**src/rtl/xosera_bus_initiator_pkg.sv**
```systemverilog
// Shared state encoding and bus-level constants for the Xosera bus initiator.
package xv;

   typedef enum logic [2:0] {
      ST_IDLE,
      ST_SETUP,
      ST_STROBE,
      ST_RELEASE,
      ST_HOLD,
      ST_DONE
   } state_t;

   localparam logic CS_ENABLED  = 1'b0;
   localparam logic RnW_READ    = 1'b1;
   localparam logic RnW_WRITE   = 1'b0;
   localparam logic BYTESEL_HI  = 1'b0;
   localparam logic BYTESEL_LO  = 1'b1;

endpackage

```
**src/rtl/xosera_bus_initiator_sync.sv**
```systemverilog
// Multi-bit 2-flop synchronizer for asynchronous responder strobes.
module xosera_sync #(
   parameter int               WIDTH     = 1,
   parameter logic [WIDTH-1:0] RESET_VAL = '0
) (
   input  logic             clk,
   input  logic             reset_n_i,
   input  logic [WIDTH-1:0] d_i,
   output logic [WIDTH-1:0] q_o
);

   logic [WIDTH-1:0] r_meta;
   logic [WIDTH-1:0] r_sync;

   always_ff @(posedge clk or negedge reset_n_i) begin
      if (!reset_n_i) begin
         r_meta <= RESET_VAL;
         r_sync <= RESET_VAL;
      end else begin
         r_meta <= d_i;
         r_sync <= r_meta;
      end
   end

   assign q_o = r_sync;

endmodule

```
**src/rtl/xosera_bus_initiator.sv**
```systemverilog
// Splits 16-bit register requests into two DTACK-closed byte strobes on Xosera's 8-bit bus.
// Optional feature: define XOSERA_BUS_TIMEOUT_EN to abort strobes whose DTACK never arrives or releases.
module xosera_bus_initiator
   import xv::*;
#(
   parameter int SETUP_CYCLES   = 1,
   parameter int HOLD_CYCLES    = 1,
   parameter int TIMEOUT_CYCLES = 255
) (
   input  logic        clk,
   input  logic        reset_n_i,
   input  logic        req_valid_i,
   output logic        req_ready_o,
   input  logic        req_write_i,
   input  logic [3:0]  req_reg_i,
   input  logic [15:0] req_wdata_i,
   output logic        rsp_valid_o,
   output logic [15:0] rsp_rdata_o,
   output logic        rsp_timeout_o,
   output logic        bus_cs_n_o,
   output logic        bus_rd_nwr_o,
   output logic        bus_bytesel_o,
   output logic [3:0]  bus_reg_num_o,
   output logic [7:0]  bus_data_o,
   output logic        bus_data_oe_o,
   input  logic [7:0]  bus_data_i,
   input  logic        bus_dtack_n_i,
   input  logic        bus_irq_n_i,
   output logic        irq_o
);

   if (SETUP_CYCLES < 1 || SETUP_CYCLES > 7) begin : g_bad_setup
      $error("SETUP_CYCLES must be 1..7");
   end
   if (HOLD_CYCLES < 1 || HOLD_CYCLES > 7) begin : g_bad_hold
      $error("HOLD_CYCLES must be 1..7");
   end
   if (TIMEOUT_CYCLES < 1 || TIMEOUT_CYCLES > 255) begin : g_bad_timeout
      $error("TIMEOUT_CYCLES must be 1..255");
   end

   localparam logic [7:0] C_SETUP_LAST = 8'(SETUP_CYCLES - 1);
   localparam logic [7:0] C_HOLD_LAST  = 8'(HOLD_CYCLES - 1);

   logic [1:0] w_sync;
   logic       w_dtack_n;

   xosera_sync #(
      .WIDTH     (2),
      .RESET_VAL (2'b11)
   ) u_sync (
      .clk       (clk),
      .reset_n_i (reset_n_i),
      .d_i       ({bus_dtack_n_i, bus_irq_n_i}),
      .q_o       (w_sync)
   );

   assign w_dtack_n = w_sync[1];
   assign irq_o     = ~w_sync[0];

   state_t      r_state;
   logic [7:0]  r_cnt;
   logic        r_write;
   logic [7:0]  r_wdata_lo;
   logic [15:0] r_rdata;
   logic        r_ready;
   logic        r_rsp_valid;
   logic [15:0] r_rsp_rdata;
   logic        r_cs_n;
   logic        r_rd_nwr;
   logic        r_bytesel;
   logic [3:0]  r_reg_num;
   logic [7:0]  r_data;
   logic        r_oe;
`ifdef XOSERA_BUS_TIMEOUT_EN
   localparam logic [7:0] C_TMO_LAST = 8'(TIMEOUT_CYCLES - 1);
   logic        r_timed_out;
   logic        r_rsp_timeout;
`endif

   // r_cnt is shared: setup/hold pacing, and DTACK wait time in STROBE/RELEASE.
   always_ff @(posedge clk or negedge reset_n_i) begin
      if (!reset_n_i) begin
         r_state     <= ST_IDLE;
         r_cnt       <= '0;
         r_write     <= 1'b0;
         r_wdata_lo  <= '0;
         r_rdata     <= '0;
         r_ready     <= 1'b0;
         r_rsp_valid <= 1'b0;
         r_rsp_rdata <= '0;
         r_cs_n      <= ~CS_ENABLED;
         r_rd_nwr    <= RnW_READ;
         r_bytesel   <= BYTESEL_HI;
         r_reg_num   <= '0;
         r_data      <= '0;
         r_oe        <= 1'b0;
`ifdef XOSERA_BUS_TIMEOUT_EN
         r_timed_out   <= 1'b0;
         r_rsp_timeout <= 1'b0;
`endif
      end else begin
         r_rsp_valid <= 1'b0;
         case (r_state)
            ST_IDLE: begin
               if (r_ready && req_valid_i) begin
                  r_ready    <= 1'b0;
                  r_write    <= req_write_i;
                  r_wdata_lo <= req_wdata_i[7:0];
                  r_rdata    <= '0;
                  r_reg_num  <= req_reg_i;
                  r_rd_nwr   <= req_write_i ? RnW_WRITE : RnW_READ;
                  r_bytesel  <= BYTESEL_HI;
                  r_data     <= req_write_i ? req_wdata_i[15:8] : 8'h00;
                  r_oe       <= req_write_i;
                  r_cnt      <= '0;
`ifdef XOSERA_BUS_TIMEOUT_EN
                  r_timed_out <= 1'b0;
`endif
                  r_state    <= ST_SETUP;
               end else begin
                  r_ready <= 1'b1;
               end
            end
            ST_SETUP: begin
               if (r_cnt == C_SETUP_LAST) begin
                  r_cnt   <= '0;
                  r_cs_n  <= CS_ENABLED;
                  r_state <= ST_STROBE;
               end else begin
                  r_cnt <= r_cnt + 8'd1;
               end
            end
            ST_STROBE: begin
               if (!w_dtack_n) begin
                  if (!r_write) begin
                     if (r_bytesel == BYTESEL_HI) r_rdata[15:8] <= bus_data_i;
                     else                         r_rdata[7:0]  <= bus_data_i;
                  end
                  r_cnt   <= '0;
                  r_cs_n  <= ~CS_ENABLED;
                  r_state <= ST_RELEASE;
               end
`ifdef XOSERA_BUS_TIMEOUT_EN
               else if (r_cnt == C_TMO_LAST) begin
                  r_cs_n      <= ~CS_ENABLED;
                  r_oe        <= 1'b0;
                  r_timed_out <= 1'b1;
                  r_state     <= ST_DONE;
               end else begin
                  r_cnt <= r_cnt + 8'd1;
               end
`endif
            end
            ST_RELEASE: begin
               if (w_dtack_n) begin
                  r_cnt <= '0;
                  if (r_bytesel == BYTESEL_HI) begin
                     r_bytesel <= BYTESEL_LO;
                     r_data    <= r_write ? r_wdata_lo : 8'h00;
                     r_state   <= ST_HOLD;
                  end else begin
                     r_oe    <= 1'b0;
                     r_state <= ST_DONE;
                  end
               end
`ifdef XOSERA_BUS_TIMEOUT_EN
               else if (r_cnt == C_TMO_LAST) begin
                  r_oe        <= 1'b0;
                  r_timed_out <= 1'b1;
                  r_state     <= ST_DONE;
               end else begin
                  r_cnt <= r_cnt + 8'd1;
               end
`endif
            end
            ST_HOLD: begin
               if (r_cnt == C_HOLD_LAST) begin
                  r_cnt   <= '0;
                  r_state <= ST_SETUP;
               end else begin
                  r_cnt <= r_cnt + 8'd1;
               end
            end
            ST_DONE: begin
               r_rsp_valid <= 1'b1;
               r_rsp_rdata <= r_rdata;
               r_rd_nwr    <= RnW_READ;
               r_oe        <= 1'b0;
               r_ready     <= 1'b1;
`ifdef XOSERA_BUS_TIMEOUT_EN
               r_rsp_timeout <= r_timed_out;
`endif
               r_state     <= ST_IDLE;
            end
            default: r_state <= ST_IDLE;
         endcase
      end
   end

   assign req_ready_o   = r_ready;
   assign rsp_valid_o   = r_rsp_valid;
   assign rsp_rdata_o   = r_rsp_rdata;
   assign bus_cs_n_o    = r_cs_n;
   assign bus_rd_nwr_o  = r_rd_nwr;
   assign bus_bytesel_o = r_bytesel;
   assign bus_reg_num_o = r_reg_num;
   assign bus_data_o    = r_data;
   assign bus_data_oe_o = r_oe;
`ifdef XOSERA_BUS_TIMEOUT_EN
   assign rsp_timeout_o = r_rsp_timeout;
`else
   assign rsp_timeout_o = 1'b0;
`endif

endmodule

```
**config.mk**
```make
export PLATFORM = sky130hd
export DESIGN_NAME = xosera_bus_initiator
export DESIGN_NICKNAME = d
export VERILOG_FILES = /design/src/rtl/xosera_bus_initiator_pkg.sv /design/src/rtl/xosera_bus_initiator_sync.sv /design/src/rtl/xosera_bus_initiator.sv
export SDC_FILE = /design/constraint.sdc
export NUM_CORES = 1
export LEC_CHECK = 0
export BUFFER_PORTS_ARGS = -buffer_cell sky130_fd_sc_hd__buf_4
export CAP_MARGIN = 5
export CORE_MARGIN = 5
export CORE_UTILIZATION = 34
export CTS_BUF_LIST = sky130_fd_sc_hd__clkbuf_4
export DETAILED_ROUTE_END_ITERATION = 10
export PLACE_DENSITY = 0.64
export SLEW_MARGIN = 10
export SYNTH_ARGS = -nofsm -noshare
export SYNTH_HDL_FRONTEND = slang
export SYNTH_HIERARCHICAL = 1
export SYNTH_SLANG_ARGS = --single-unit
```
**constraint.sdc**
```tcl
create_clock -name clk -period 1.9 [get_ports clk]
set_input_delay 0.095 -clock clk [delete_from_list [all_inputs] [get_ports clk]]
set_output_delay 0.095 -clock clk [all_outputs]
set_load 0.05 [all_outputs]
```
## Word level (Yosys, flattened, before mapping)

Index checks and enable logic that the tools add are counted.

- Register bits after elaboration: 74
- Bits of input ports: 34
- Output and inout bits: 36
- Word-level logic and storage cells: 94

- $add $sub $neg: 1
- Equality and inequality tests: 15
- Mux-type cells: 40
- Bitwise operators: 1
- Reduce and logical (&&, ||, !) cells: 20

Operators with widths:

| operator | count |
|---|---|
| 2-to-1 mux 8 bit | 11 |
| 2-to-1 mux 16 bit | 3 |
| case mux 16 bit (2 select lines) | 1 |
| case mux 8 bit (4 select lines) | 1 |
| inequality test 2 bit (second input constant) | 9 |
| case mux 8 bit (2 select lines) | 1 |
| 2-to-1 mux 3 bit | 5 |
| case mux 3 bit (5 select lines) | 1 |
| AND reduction 5 bit | 3 |
| 2-to-1 mux 1 bit | 12 |
| AND reduction 4 bit | 3 |
| adder 8 x 1 -> 8 bit (second input constant) | 1 |
| logical NOT 8 bit | 1 |
| case mux 1 bit (2 select lines) | 4 |
| nonzero test 2 bit | 4 |
| == test 3 x 2 -> 1 bit (second input constant) | 2 |
| == test 3 bit (second input constant) | 2 |
| AND reduction 3 bit | 2 |
| AND reduction 2 bit | 2 |
| nonzero test 4 bit | 1 |
| == test 3 x 1 -> 1 bit (second input constant) | 1 |
| logical NOT 3 bit | 1 |
| case mux 1 bit (3 select lines) | 1 |
| nonzero test 3 bit | 1 |
| 4 further kinds | 4 |

## Logic depth before layout (Yosys ltp)

Gate-level depths: netlist (run 1).

- Depth in word-level cells: 4
- Depth in mapped cells: 7
- Depth with buffers taken out: 7

## Modules after synthesis

The synthesis (run 1) kept the hierarchy.

Modules (own cells, without submodules):

| module | instances | cells each | area each (µm²) | sequential area each (µm²) |
|---|---|---|---|---|
| xosera_bus_initiator | 1 | 315 | 3265.6 | 1754.2 |
| xosera_sync | 1 | 4 | 105.1 | 105.1 |

## Worst setup path before layout (run 1)

Ideal clock, no wire load.

- Path kind: register to register
- Start point: register r_ready (netlist: req_ready_o)
- End point: register r_state[2]
- Library setup time: 0.120 ns
- Data arrival time: 1.616 ns
- Required time: 1.780 ns
- Slack: 0.164 ns
- Stages on the path, launching flop included: 6
- Path buffers: 0
- Period minus slack after synthesis: 1.736 ns
- Cells stage by stage: dfrtp_1 -> a211o_1 -> a21oi_4 -> or2_4 -> nor2_2 -> a31o_1

- Longest elaborated chain between the ends: 3

Ends and longest elaborated chain:

| item | RTL line | source |
|---|---|---|
| start: declaration | xosera_bus_initiator.sv:66 | `logic r_ready;` |
| start signal: assignment | xosera_bus_initiator.sv:89 | `r_ready <= 1'b0;` |
| start signal: assignment | xosera_bus_initiator.sv:107 | `r_ready <= 1'b0;` |
| start signal: assignment | xosera_bus_initiator.sv:122 | `r_ready <= 1'b1;` |
| logical AND 1 bit | xosera_bus_initiator.sv:106 | `if (r_ready && req_valid_i) begin` |
| inequality test 2 bit (no line) | - |  |
| AND reduction 5 bit (no line) | - |  |
| end signal: assignment | xosera_bus_initiator.sv:120 | `r_state <= ST_SETUP;` |
| end signal: assignment | xosera_bus_initiator.sv:129 | `r_state <= ST_STROBE;` |
| end signal: assignment | xosera_bus_initiator.sv:142 | `r_state <= ST_RELEASE;` |
| end: declaration | xosera_bus_initiator.sv:61 | `state_t r_state;` |

Every way passes these cells.
A chain may end at the register's enable or synchronous reset.

## Worst setup path after layout (run 1)

- Start point: register r_state[0]
- End point: register r_rsp_rdata[5] (netlist: rsp_rdata_o[5])

- Longest elaborated chain between the ends: 1

Ends and longest elaborated chain:

| item | RTL line | source |
|---|---|---|
| start signal: assignment | xosera_bus_initiator.sv:84 | `r_state <= ST_IDLE;` |
| start signal: assignment | xosera_bus_initiator.sv:120 |  |
| start signal: assignment | xosera_bus_initiator.sv:129 |  |
| == test 3 bit | xosera_bus_initiator.sv:104 | `case (r_state)` |
| end signal: assignment | xosera_bus_initiator.sv:187 | `r_rsp_rdata <= r_rdata;` |
| end: declaration | xosera_bus_initiator.sv:68 | `logic [15:0] r_rsp_rdata;` |

Every way passes these cells.

==> results of run 1 <==
## cell usage in the layout, fill, tap and decap left out, types with 8 or more instances in the layout
cell,Yosys,routed
a21oi_1,11,10
a22oi_1,8,8
buf_4,2,84
clkbuf_4,0,9
dfrtp_1,68,67
dlygate4sd3_1,0,32
inv_1,13,13
mux2_2,12,12
nand2_1,59,59
nand3_1,10,10
nor2_1,20,20
o21ai_0,18,18
o21ai_1,15,15
## critical path, stage by stage, from the launching register on
cell and delay (ns):
dfrtp_1 0.44, buf_4 0.20, inv_2 0.12, or3_1 0.14
buf_4 0.28, clkinv_1 0.28, nand2_1 0.14, nand2_1 0.05
## through the flow
step | util [%] | power [mW] | setup WS, ns
final | 46.6 | 2.81 | 0.138
after global routing | 46.6 | 2.93 | 0.00678
after CTS | 46.5 | 2.86 | 0.0244
after detailed placement | 41.7 | 1.74 | 0.0609
after global placement | 41.7 | 1.74 | 0.109
after floorplan | - | 1.64 | 0.164
## layer usage
metal | GRT usage, % | share of wire (%) | up-vias
met1 | 17.2 | 45 | 1277
met3 | 3.76 | 5.2 | 10
met2 | 22.2 | 49 | 69
met5 | 0 | 0 | -
met4 | 3.29 | 1.3 | 0
li1 | - | - | 1316
## registers in the layout, indices dropped and copies added (netlist names), 2 cells and up
register       flops
bus_data_o         8
rsp_rdata_o       16
r_cnt              8
r_state            3
u_sync/q_o         2
r_wdata_lo         8
r_rdata           16
bus_reg_num_o      4
u_sync/r_meta      2
## how the worst max path moves through the flow
stage | startpoint | end | cells after the start
2_1_floorplan | req_ready_o | r_state[2] | 5
3_3_place_gp | r_state[1] | r_state[2] | 6
3_5_place_dp | r_state[2] | bus_data_o[5] | 5
4_1_cts | r_state[1] | bus_data_o[6] | 5
5_1_grt | r_state[0] | rsp_rdata_o[0] | 7
6_report | r_state[0] | rsp_rdata_o[5] | 7
## power by group through the flow
stage / logic (mW) / clock network (mW) / registers (mW)
floorplan: 0.0235 / 0 / 1.61
global placement: 0.123 / 0 / 1.62
detailed placement: 0.125 / 0 / 1.62
CTS: 0.178 / 1.09 / 1.59
global route: 0.191 / 1.15 / 1.59
finish: 0.176 / 1.05 / 1.59
## logic make-up (layout without fill, tap and decap cells)
family                     after synthesis  after routing  synth area share, %
buffers and inverters                   31            148                 5.57
and+or+nand+nor                        121            121                 18.6
muxes                                   12             12                 4.01
other                                    1              1                0.111
AOI/OAI and AO/OA                       75             75                 15.1
DFF                                     74             74                 55.2
adders and majority gates                2              2                0.742
xor gates and xnor gates                 3              3                0.780
## area by class of cell
cell class,instances,area [um2]
clock buffers,9,67.6
clock inverters,7,82.6
fillers,976,5190
inverters,15,56.3
multi-input cells,214,1330
flip-flops and latches,74,1860
well taps,133,166
repair buffers,117,971
## what timing repair did
action	4_1_cts	5_1_grt
resized for setup	0	3
hold endpoints to repair	110	0
buffers inserted	0	0
hold buffers	32	0
endpoints found under the setup margin	0	26
==> results.md, run 1 <==
* Worst EP arrival at 2.08 ns
* Count leader, synth: dfrtp_1
* First-pass GRT wire length at 12600 um
* Chip Width at 110 um
* Worst Skew at 0.0114 ns
* Pwr dens at 620 mW/mm2
* Number of synthesized flops with an enable pin at 0
* Final ANT Viol Nets at 0
* WL/cell at 13.6 um
* GR Overflow Total at 0
* RSZ-0062 raised after global routing: false
* IO Port Bufs at 68
* Post-DP Area at 0.00406 mm2
* Clock Latency Late Sink at 0.42 ns
* Ys flop type: dfrtp_1
* Combinational Power Share at 6.2%
* GRT Util Overall at 13.3%
* Minimum clock period at 1.76 ns
* Mapped Nets at 355
* # diodes at 0
* Fin Setup TNS at 0 ns
* CTS H-tree depth at 3
* Final setup violating endpoints at 0
* GP Congestion at 0.832
* Hold Vio Cnt, Final at 0
* DRT iter0 DRCs at 89
* CP endpoint kind: register
* Max Slew Vio Count at 0
* Clk sinks at 74
* Mapped Cells at 319
* Max-Cap Viols at 0
* Largest net degree at the start of global routing at 35
* Placed cells at 521
* Setup Crit Path Kind: reg2reg
* Data required, critical path at 2.21 ns
* Ys async rst share at 100%
* Final std cells w/o fill at 569
* CORE AREA at 0.00973 mm2
* Initial antenna violation count at 0
* Hpwl dp at 5400 um
* Cell taking the most area after synthesis: dfrtp_1
* Worst r2r src: r_state[0]
* Crit-path max FO at 26
* # nets final at 467
* # rows at 36
* Fmax at 567 MHz
* Die Y at 110 um
* Clock share of power at 37.4%
* Final period util at 92.7%
* Most frequent cells after synthesis: dfrtp_1, nand2_1, nor2_1
* Top cells by area, synth: dfrtp_1, nand2_1, dfstp_2
* YS warnings at 6
* Syn avg cell area at 10.6 um2
* Final wirelength at 7760 um
* Synthesized area at 0.00337 mm2
* DR pass1 iterations at 4
* Leakage at 2.13 nW
* Clk slew on worst S/H paths at 0.14 ns
* P_sw at 0.707 mW
* Slew margin rel. at 62.0%
* Vias in the first global route at 2669
* Total CTS buffers at 9
* Internal Pwr Total at 2.11 mW
* Reg-to-reg slack, setup at 0.14 ns
* Vias per inst at 4.70
* CTS Root Cell: clkbuf_4
* Sw Share at 25.1%
* Yosys reg bits at 74
* IO Pins at 70
* Initial Util at 34.6%
* Worst hold slack at 0.0964 ns
* Yosys cell types at 54
* Maximum vdd drop at 362 uV
* Worst Setup Start Kind: register
* Seq pwr share at 56.4%
* Top-area cell type share of the netlist area at 50.5%
* Layout Area Growth over Synthesis at 34.6%
* Fin area at 0.00454 mm2
* Worst slew pin tran at 0.568 ns
* Worst hold path class: in2async
* Remaining DRCs at 0
* CTS tree: built
* R2R Path End: rsp_rdata_o[5]
* Sequential area share after synthesis at 55.2%
* Clock tree buffer depth at 2
* Die area at 0.0120 mm2
* Vias post-DR at 2672
* Status: completed
* Path depth of the worst reg2reg path at 7
* Layout cells sized above 1 at 33.9%
No activity file was read; power rests on OpenSTA's default activity.
==> inputs of run 2 (changes only) <==
- CORE_UTILIZATION: 34 -> 55
- PLACE_DENSITY: 0.64 -> 0.9
- clock period: 1.9 -> 2.3 ns (I/O delays scaled with it)
==> run 2 against run 1 <==
Against the previous run:
- global-route usage rose by 8.0 points
- final cell count fell by 13%
- maximum frequency fell by 11%
- clock power fell by 34%
- die area fell by 35%
- critical path type unchanged
- final area fell by 6.0%
- wire length fell by 0.27%
- sequential share of layout area rose by 2.6 points
- largest power group unchanged
- combinational power fell by 26%
- non-clock buffer count fell by 17
- power fell by 24%
- hold slack got worse by 0.077 ns
==> results.md, run 2 (synthesis gave the netlist of run 1 again) <==
* Setup Crit Path Kind: reg2reg
* Fmax at 507 MHz (-11%)
* Seq pwr share at 61.4% (+5.0 points)
* Worst EP arrival at 2.32 ns (+0.24 ns)
* Clock Latency Late Sink at 0.42 ns (about the same)
* # rows at 28 (-22%)
* Worst hold slack at 0.0197 ns (-0.0766 ns)
* Clock share of power at 32.5% (-4.9 points)
* GP Congestion at 0.892 (+7.3%)
* Area of the multi-input gates at 0.00132 mm2 (-0.75%)
* GR Overflow Total at 0 (unchanged)
* Internal Pwr Total at 1.60 mW (-24%)
* CP endpoint kind: register
* Crit-path max FO at 22 (-15%)
* Final period util at 85.8% (-7.0 points)
* GRT Util Overall at 21.3% (+8.0 points)
* IO Port Bufs at 68 (unchanged)
* Total CTS buffers at 9 (unchanged)
* Leakage at 2.02 nW (-5.0%)
* Sw Share at 25.2% (+0.069 points)
* Register area at 0.00186 mm2 (about the same)
* CTS Root Cell: clkbuf_4
* Worst hold path class: in2reg
* Initial Util at 56.6% (+22 points)
* Clk slew on worst S/H paths at 0.12 ns (-0.02 ns)
* CORE AREA at 0.00596 mm2 (-39%)
* Remaining DRCs at 0 (unchanged)
* Vias post-DR at 2660 (-0.45%)
* Final setup violating endpoints at 0 (unchanged)
* Crit-path max cell delay at 0.85 ns (+0.41 ns)
* Pwr dens at 500 mW/mm2 (-19%)
* Final std cells w/o fill at 495 (-13%)
* Chip Width at 88.3 um (-19%)
* Slew margin rel. at 40.0% (-22 points)
* Placed cells at 451 (-13%)
* Vias per inst at 5.37 (+14%)
* Hold Vio Cnt, Final at 0 (unchanged)
* Delay-heaviest family, CP: flip-flops
* Final wirelength at 7740 um (-0.27%)
* Clock tree buffer depth at 2 (unchanged)
* CTS H-tree depth at 3 (unchanged)
* P_sw at 0.538 mW (-24%)
* Die area at 0.00779 mm2 (-35%)
* Setup ws final at 0.327 ns (+0.189 ns)
* Worst Skew at 0.0129 ns (+0.00148 ns)
* Final ANT Viol Nets at 0 (unchanged)
* Hpwl dp at 5290 um (-2.2%)
* Maximum vdd drop at 372 uV (+2.6%)
* Worst Setup Start Kind: register
* Critical path buffers and inverters at 0 (-4)
* Most frequent cells in the layout: buf_4, dfrtp_1, nand2_1
* Clk sinks at 74 (unchanged)
* Most common cell after layout, fill and taps aside: buf_4
* # fillers at 446 (-54%)
* Layout cells sized above 1 at 31.5% (-2.4 points)
* WL/cell at 15.6 um (+15%)
* Minimum clock period at 1.97 ns (+0.211 ns)
* Max Slew Vio Count at 0 (unchanged)
* RSZ-0062 raised after global routing: false
* IO Pins at 70 (unchanged)
* Post-CTS Setup Bufs at 0 (unchanged)
* Data required, critical path at 2.65 ns (+0.44 ns)
* First-pass GRT wire length at 12700 um (+0.83%)
* # nets final at 450 (-3.6%)
* Largest net degree at the start of global routing at 75 (+110%)
* Layout Area Growth over Synthesis at 26.6%
* Worst slew pin tran at 0.901 ns (+0.332 ns)
* Die Y at 88.3 um (-19%)
* Combinational Power Share at 6.2% (about the same)
* Fin Setup TNS at 0 ns (unchanged)
* Status: completed
* CTS tree: built
* DRT iter0 DRCs at 86 (-3.4%)
* Worst-path cell chain: nand2b_2, o21ba_1, nor3_4, nor2_1, a21oi_1
* Max-Cap Viols at 0 (unchanged)
* Vias in the first global route at 2735 (+2.5%)
* Placement Setup Slack at 0.355 ns (+0.294 ns)
* DR pass1 iterations at 4 (unchanged)
* Initial antenna violation count at 0 (unchanged)
* Slowest cell on the critical path: dfrtp_1
[run 2: cell count changes in the layout (fill, tap and decap cells not counted), sizes merged]
cell and change:
buf -12, bufinv -1, clkinv +3, clkinvlp +1, diode +1, dlygate4sd3 -5, inv -3
[run 2: cell type report]
| type | instances | area share (%) |
|---|---|---|
| Antenna cell | 1 | 0.0587 |
| Multi-Input combinational cell | 214 | 31.0 |
| Clock buffer | 9 | 1.58 |
| Sequential cell | 74 | 43.6 |
| Timing Repair Buffer | 100 | 19.2 |
| Inverter | 15 | 1.32 |
| Clock inverter | 7 | 1.06 |
| Tap cell | 75 | 2.20 |
[run 2: power groups by stage]
stage | clock network [mW] | registers (mW) | logic, mW
after global routing | 0.783 | 1.31 | 0.144
after CTS | 0.708 | 1.31 | 0.132
final | 0.694 | 1.31 | 0.131
after detailed placement | 0 | 1.33 | 0.0946
after global placement | 0 | 1.33 | 0.0931
after floorplan | 0 | 1.33 | 0.0194
[run 2: routing by layer]
metal  vias to the layer above  GRT usage, %  wire (um)
met5                         -             0          0
met3                        18          4.56        471
li1                       1276             -          -
met2                        77          35.6       3960
met1                      1289          27.1       3140
met4                         0          8.79        170
[run 2: worst paths after layout]
check,end,startpoint,cells past startpoint,slack (ns)
hold / removal,bus_data_o[7],req_wdata_i[15],3,0.02
max in group asynchronous,bus_data_o[2],reset_n_i,2,1.36
setup reg to reg,bus_data_o[7],r_state[1],5,0.33
hold reg to reg,u_sync/q_o[0],u_sync/r_meta[0],0,0.36
setup / recovery,bus_data_o[7],r_state[1],5,0.33
min in group asynchronous,rsp_valid_o,reset_n_i,2,0.35
[run 2: timing repair]
action                    4_1_cts  5_1_grt
gates resized for setup         0        0
hold endpoints to repair      104        0
hold buffers                   27        0
[run 2: through the flow]
step	area [um2]	power [mW]	util, %
floorplan	3370	1.35	-
global placement	3880	1.43	65.2
detailed placement	3880	1.43	65.2
CTS	4260	2.15	71.6
global route	4260	2.24	71.6
finish	4270	2.14	71.6
[run 2: worst register-to-register path: stages (launching register included)]
cell and delay (ns):
dfrtp_1 0.85, nand2b_2 0.17, o21ba_1 0.23, nor3_4 0.42, nor2_1 0.10, a21oi_1 0.14
